**src/rtl/alu_seq.sv**
```systemverilog
// Registered N-bit ALU with valid/ready handshakes, status flags and an optional
// iterative shift-add multiplier (enabled by defining ALU_SEQ_MUL_EN).
module alu_seq #(
    parameter  int N   = 8,
    localparam int SHW = $clog2(N)
) (
    input  logic         clk,
    input  logic         rst,
    input  logic         in_valid,
    output logic         in_ready,
    input  logic [N-1:0] a,
    input  logic [N-1:0] b,
    input  logic [2:0]   op,
    output logic         out_valid,
    input  logic         out_ready,
    output logic [N-1:0] result,
    output logic         carry,
    output logic         zero,
    output logic         neg,
    output logic         ovf,
    output logic         busy
);

    localparam logic [2:0] OP_ADD = 3'b000;
    localparam logic [2:0] OP_SUB = 3'b001;
    localparam logic [2:0] OP_AND = 3'b010;
    localparam logic [2:0] OP_OR  = 3'b011;
    localparam logic [2:0] OP_XOR = 3'b100;
    localparam logic [2:0] OP_SHL = 3'b101;
    localparam logic [2:0] OP_SHR = 3'b110;
    localparam logic [2:0] OP_MUL = 3'b111;

    typedef enum logic [1:0] {
        IDLE = 2'd0,
`ifdef ALU_SEQ_MUL_EN
        MUL  = 2'd1,
`endif
        DONE = 2'd2
    } state_t;

    state_t state;

    // Single-cycle ops; returns {ovf, carry, result}. Unhandled opcodes yield all-zero.
    function automatic logic [N+1:0] alu_op(input logic [2:0] opc,
                                            input logic [N-1:0] x,
                                            input logic [N-1:0] y);
        logic [N:0]     wide;
        logic [N:0]     shr_t;
        logic [N-1:0]   yb;
        logic [SHW-1:0] sh;
        logic           v;
        wide  = '0;
        shr_t = '0;
        yb    = ~y;
        sh    = y[SHW-1:0];
        v     = 1'b0;
        case (opc)
            OP_ADD: begin
                wide = {1'b0, x} + {1'b0, y};
                v    = (x[N-1] == y[N-1]) && (wide[N-1] != x[N-1]);
            end
            OP_SUB: begin
                wide = {1'b0, x} + {1'b0, yb} + {{N{1'b0}}, 1'b1};
                v    = (x[N-1] == yb[N-1]) && (wide[N-1] != x[N-1]);
            end
            OP_AND: wide = {1'b0, x & y};
            OP_OR:  wide = {1'b0, x | y};
            OP_XOR: wide = {1'b0, x ^ y};
            OP_SHL: wide = {1'b0, x} << sh;
            OP_SHR: begin
                // The guard bit below the LSB catches the last bit shifted out.
                shr_t = {x, 1'b0} >> sh;
                wide  = {shr_t[0], shr_t[N:1]};
            end
            default: wide = '0;
        endcase
        return {v, wide};
    endfunction

    logic [N+1:0] alu_nx;
    assign alu_nx = alu_op(op, a, b);

`ifdef ALU_SEQ_MUL_EN
    logic [2*N-1:0] prod;
    logic [2*N-1:0] mcand;
    logic [2*N-1:0] prod_nx;
    logic [N-1:0]   mplier;
    logic [SHW-1:0] cnt;

    assign prod_nx = prod + (mplier[0] ? mcand : '0);
`endif

    always_ff @(posedge clk) begin
        if (rst) begin
            state     <= IDLE;
            in_ready  <= 1'b1;
            out_valid <= 1'b0;
            result    <= '0;
            carry     <= 1'b0;
            zero      <= 1'b0;
            neg       <= 1'b0;
            ovf       <= 1'b0;
`ifdef ALU_SEQ_MUL_EN
            busy      <= 1'b0;
`endif
        end else begin
            case (state)
                IDLE: begin
                    if (in_valid && in_ready) begin
                        in_ready <= 1'b0;
`ifdef ALU_SEQ_MUL_EN
                        if (op == OP_MUL) begin
                            state  <= MUL;
                            busy   <= 1'b1;
                            prod   <= '0;
                            mcand  <= {{N{1'b0}}, a};
                            mplier <= b;
                            cnt    <= '0;
                        end else
`endif
                        begin
                            result    <= alu_nx[N-1:0];
                            carry     <= alu_nx[N];
                            ovf       <= alu_nx[N+1];
                            zero      <= (alu_nx[N-1:0] == '0);
                            neg       <= alu_nx[N-1];
                            out_valid <= 1'b1;
                            state     <= DONE;
                        end
                    end
                end
`ifdef ALU_SEQ_MUL_EN
                // One multiplier bit per cycle; the last step writes the product directly.
                MUL: begin
                    prod   <= prod_nx;
                    mcand  <= mcand << 1;
                    mplier <= mplier >> 1;
                    cnt    <= cnt + SHW'(1);
                    if (&cnt) begin
                        result    <= prod_nx[N-1:0];
                        carry     <= |prod_nx[2*N-1:N];
                        zero      <= (prod_nx[N-1:0] == '0);
                        neg       <= prod_nx[N-1];
                        ovf       <= 1'b0;
                        out_valid <= 1'b1;
                        busy      <= 1'b0;
                        state     <= DONE;
                    end
                end
`endif
                DONE: begin
                    if (out_ready) begin
                        out_valid <= 1'b0;
                        in_ready  <= 1'b1;
                        state     <= IDLE;
                    end
                end
                default: state <= IDLE;
            endcase
        end
    end

`ifndef ALU_SEQ_MUL_EN
    assign busy = 1'b0;
`endif

endmodule

```
**config.mk**
```make
export PLATFORM = sky130hd
export DESIGN_NAME = alu_seq
export DESIGN_NICKNAME = d
export VERILOG_FILES = /design/src/rtl/alu_seq.sv
export SDC_FILE = /design/constraint.sdc
export NUM_CORES = 1
export LEC_CHECK = 0
export CAP_MARGIN = 20
export CORE_ASPECT_RATIO = 0.5
export CORE_MARGIN = 3
export CORE_UTILIZATION = 38
export DETAILED_ROUTE_END_ITERATION = 8
export PLACE_DENSITY_LB_ADDON = 0.2
export SLEW_MARGIN = 10
export SYNTH_ARGS = -nofsm -noshare
export SYNTH_HDL_FRONTEND = slang
export SYNTH_SLANG_ARGS = --single-unit
```
**constraint.sdc**
```tcl
create_clock -name clk -period 3.2 [get_ports clk]
set_input_delay 0.32 -clock clk [delete_from_list [all_inputs] [get_ports clk]]
set_output_delay 0.32 -clock clk [all_outputs]
set_load 0.01 [all_outputs]
```
* Word-level counts from Yosys, hierarchy flattened
Cells that the tools add are included.
** Word-level totals
- Input port bits :: 23
- Output and inout port bits :: 15
- Logic and storage cells :: 51
- Register bits after elaboration :: 16
** Cells by class
- Bitwise operators :: 4
- Eq/ne operators :: 13
- Reduce and logical (&&, ||, !) cells :: 10
- Add/subtract/negate cells :: 3
- Multiplexer cells :: 11
- Shifts and indexed selects :: 2
** Operators with widths (number)
- 9-bit one-hot mux with 7 select lines :: 1
- 8-bit by 8-bit adder with 9-bit output :: 2
- 9-bit by 1-bit adder with 9-bit output, second input constant :: 1
- 3-bit equality test, second input constant :: 3
- 8-bit by 3-bit left shift with 9-bit output :: 1
- 9-bit by 3-bit >> shifter with 9-bit output :: 1
- 8-bit bitwise AND :: 1
- 8-bit zero test :: 1
- 8-bit NOT :: 1
- 8-bit bitwise OR :: 1
- 8-bit XOR :: 1
- 3-bit by 2-bit equality test with 1-bit output, second input constant :: 2
- 1-bit one-hot mux with 2 select lines :: 3
- 1-bit two-way mux :: 4
- 2-bit two-way mux :: 2
- 2-bit inequality test, second input constant :: 2
- 2-bit one-hot mux with 2 select lines :: 1
- 2-bit AND reduction :: 2
- 3-bit by 1-bit equality test with 1-bit output, second input constant :: 1
- 1-bit logical AND :: 3
- 3-bit zero test :: 1
- 3-bit AND reduction :: 1
- 1-bit equality test :: 2
- 2-bit equality test, second input constant :: 1
- other kinds (3) :: 4

* Depth between registers and ports, before layout
- Depth after elaboration :: 6
- Depth in mapped cells :: 11
- Gate-level depth less buffers :: 10

* Least setup slack after synthesis
OpenSTA, ideal clock, no wires.
- Path type :: input port to flip-flop
- From :: in b[1]
- To :: reg zero
- Data required time :: 3.139 ns
- Setup slack :: 0.625 ns
- Library setup time :: 0.061 ns
- Buffers on the path :: 2
- Stages on the path :: 11
- Data arrival time :: 2.514 ns
- Cells stage by stage :: clkbuf_1 -> inv_1 -> buf_4 -> ha_1 -> o21bai_1 -> a2111oi_0 -> o21ai_1 -> xnor2_1 -> a211o_1 -> a2111oi_1 -> a32o_1
** On the way
- Word-level cells in the longest chain between the ends :: 5
- Elaborated cells between the ends (all ways) :: 11
- Those cells by class :: add/sub: 3; shift: 2; mux: 1; bitwise: 4; reduce/logical: 1
** RTL lines
- start: declaration :: RTL line 12 : input logic [N-1:0] b,
- 8-bit NOT :: RTL line 54 : yb = ~y;
- 8-bit by 8-bit adder with 9-bit output :: RTL line 63 : wide = {1'b0, x} + {1'b0, yb} + {{N{1'b0}}, 1'b1};
- 9-bit by 1-bit adder with 9-bit output :: RTL line 63
- 9-bit one-hot mux with 7 select lines (*) :: RTL line 57 : case (opc)
- 8-bit zero test (*) :: RTL line 125 : zero <= (alu_nx[N-1:0] == '0);
- end signal: assignment :: RTL line 125
- end: declaration :: RTL line 18 : output logic zero,
Mark *: on every way between the ends. The rest lies on a longest branch, timed or not.
A chain may end at the register's enable or synchronous reset.

* Worst setup path after layout
- From :: in a[0]
- To :: reg zero
** On the way
- Word-level cells in the longest chain between the ends :: 4
- Elaborated cells between the ends (all ways) :: 10
- Those cells by class :: add/sub: 3; shift: 2; mux: 1; bitwise: 3; reduce/logical: 1
** RTL lines
- start: declaration :: RTL line 11 : input logic [N-1:0] a,
- 8-bit by 8-bit adder with 9-bit output :: RTL line 63
- 9-bit by 1-bit adder with 9-bit output :: RTL line 63
- 9-bit one-hot mux with 7 select lines (*) :: RTL line 57
- 8-bit zero test (*) :: RTL line 125
Marked as above.

==> results.json <==
{
  "outcome": "complete, no violations",
  "area_delta_synth_final_pct": 27.05,
  "die_x_um": 113.5,
  "hold_start": "ovf",
  "fmax_mhz": 344.2,
  "synth_edf_count": 0,
  "powerDensity_nw_per_um2": 290.6,
  "synth_nets": 338,
  "synth_flop_cell": "dfxtp_1",
  "ff2ff_path_depth": 5,
  "drv_cap": 0,
  "grt_pass1_vias": 2123,
  "drtPass1Iterations": 4,
  "root_buffer": "clkbuf_16",
  "end_kind": "register",
  "critical_path_class": "in -> reg",
  "rrSetupSlack_ns": 1.50,
  "final_common_cell": "clkdlybuf4s50_1",
  "wl_per_cell_um": 17.45,
  "n_antenna_cell": 0,
  "maxSlewViolCount": 0,
  "layout_worst_path_cycle_share_pct": 90.78,
  "drt_iter0_drc": 199,
  "ioPinCount": 38,
  "antenna_found_initial": 0,
  "grt-ovfl-total": 0,
  "layout_common_cells": "36 x clkdlybuf4s50_1, 26 x buf_4, 25 x nor2_1, 25 x ha_1",
  "ys_async_sr_fraction_pct": 0,
  "cts_setup_buffers": 0,
  "row_count": 18,
  "grt.total_usage_pct": 21.20,
  "place_ws_ns": 0.09133,
  "post-route-min-period_ns": 2.905,
  "wirelength_um": 7031,
  "core_area_um2": 5248,
  "rsz0062_at_grt": "no",
  "cp.required_ns": 3.38,
  "fin_ws_ns": 0.2951,
  "ctsHoldBuffers": 0,
  "h-tree-depth": 1,
  "io_buffers": 36,
  "tightestPinTransition_ns": 0.6295,
  "drive_above_1_share_pct": 11.71,
  "hold_depth": 2,
  "num-fill-cells": 526,
  "crit_path_start_kind": "primary input",
  "p_leak_nw": 1.199,
  "whs_endpoint": "ovf",
  "vias_per_cell": 5.772,
  "vdd.ir_drop.worst_v": 0.0003175,
  "initial_core_util_pct": 41.87,
  "cp.arrival_ns": 3.09,
  "ant_nets": 0,
  "vias": 2326,
  "cp_max_fo": 2,
  "gp_congestion": 0.8906,
  "numCtsBuffers": 3,
  "synth.distinct_cells": 57,
  "r2r_start": "in_ready",
  "clk_latency_ns": 0.24,
  "ys_seq_area_share_pct": 11.85,
  "grt_max_degree": 19,
  "r2r_end": "zero",
  "multi_input_area_um2": 1727,
  "cts-resized-gates": 0,
  "synth_cells": 288,
  "register_area_um2": 260.3,
  "hold_slack_ns": 0.4823,
  "cts_sinks": 13,
  "ys_seq_elements": 13,
  "avgSynthCellArea_um2": 7.629,
  "slew_headroom_pct": 57.88,
  "clk_pin_slew_ns": 0.04,
  "hold_viol": 0,
  "ys_warn_count": 0,
  "clk_path_buf_depth": 2,
  "drcViolationCount": 0,
  "setup_tns_ns": 0,
  "syn_area_um2": 2197,
  "finalSetupViolations": 0,
  "grt_pass1_wl_um": 11430,
  "num-nets-final": 384,
  "die-area_um2": 6785,
  "hpwlAfterDp_um": 5767,
  "cts_tree": "yes",
  "fin_skew_ns": 0.002349,
  "die_y_um": 59.77,
  "hold_path_class": "reg -> reg"
}
-- worst max path at each step --
stage,startpoint,to,slack (ns),depth (start not counted)
global route,a[0],zero,0.01,12
floorplan,b[1],zero,0.62,11
detailed placement,a[0],zero,0.09,12
CTS,a[0],zero,0.32,12
global placement,a[0],zero,0.17,12
finish,a[0],zero,0.30,12
-- worst max-delay path: stages --
cell             delay [ns]
clkdlybuf4s50_1        0.48
inv_1                  0.07
ha_1                   0.24
fa_1                   0.39
nor3_1                 0.27
nor3_1                 0.11
o221a_2                0.26
a21oi_1                0.13
o31ai_1                0.10
buf_4                  0.16
a2111oi_1              0.37
a32o_1                 0.18
-- cell type report --
class	instances	share of cell area, %
Sequential cell	13	9.323
Tap cell	70	3.138
Inverter	22	2.958
Clock buffer	4	2.824
Timing Repair Buffer	62	19.90
Multi-Input combinational cell	232	61.86
-- state kept, by name, summed over array words and instances, names as in the netlist --
signal / flops
result: 8
carry: 1
in_ready: 1
out_valid: 1
ovf: 1
zero: 1
-- where the power goes --
part / internal, W / total (W) / switching (W) / leakage, nW
Combinational: 0.000182 / 0.000400 / 0.000219 / 1.05
Sequential: 0.000175 / 0.000182 / 0.00000770 / 0.106
Clock: 0.000167 / 0.000229 / 0.0000615 / 0.0382
-- per-layer routing --
layer / part of all wire [%] / wire [µm] / track usage, %
met1: 51 / 3599 / 32.91
met2: 39 / 2717 / 30.79
met3: 9.6 / 674 / 3.539
met4: 0.57 / 40 / 3.082
met5: 0 / 0 / 0
-- Yosys cell counts (4+ instances only) --
cell / instances / share of area (%)
a211oi_1: 8 / 2.7
a21oi_1: 17 / 3.9
a22oi_1: 10 / 3.4
buf_2: 6 / 1.4
buf_6: 4 / 2.0
clkbuf_1: 8 / 1.4
dfxtp_1: 13 / 12
ha_1: 25 / 14
inv_1: 20 / 3.4
mux2i_1: 20 / 9.1
nand2_1: 14 / 2.4
nand2b_1: 6 / 1.7
nand3_1: 6 / 1.4
nand3b_1: 6 / 2.0
nor2_1: 25 / 4.3
nor2b_1: 6 / 1.7
nor3_1: 12 / 2.7
o211ai_1: 6 / 2.0
o21ai_0: 4 / 0.91
xnor2_1: 6 / 2.4
-- cells by family (layout without fill, tap and decap cells) --
| group | Yosys count | after routing | share of synthesized area, % |
|---|---|---|---|
| buffers and inverters | 43 | 88 | 9.567 |
| AOI/OAI and AO/OA | 84 | 84 | 27.68 |
| and+or+nand+nor | 92 | 92 | 21.75 |
| muxes | 21 | 21 | 10.14 |
| other | 1 | 1 | 0.1707 |
| adders and majority gates | 27 | 27 | 16.06 |
| xor gates and xnor gates | 7 | 7 | 2.790 |
| DFF | 13 | 13 | 11.85 |
-- per-stage QoR --
step	power, W	instances	area, µm²	utilization, %
6_report	0.0008113	403	2791	53.20
5_1_grt	0.0008600	403	2791	53.20
4_1_cts	0.0008061	403	2791	53.20
3_5_place_dp	0.0005766	399	2713	51.69
3_3_place_gp	0.0005751	399	2713	51.69
2_1_floorplan	0.0004258	288	2197	-
Note: power is estimated with default switching activity, not from simulation.
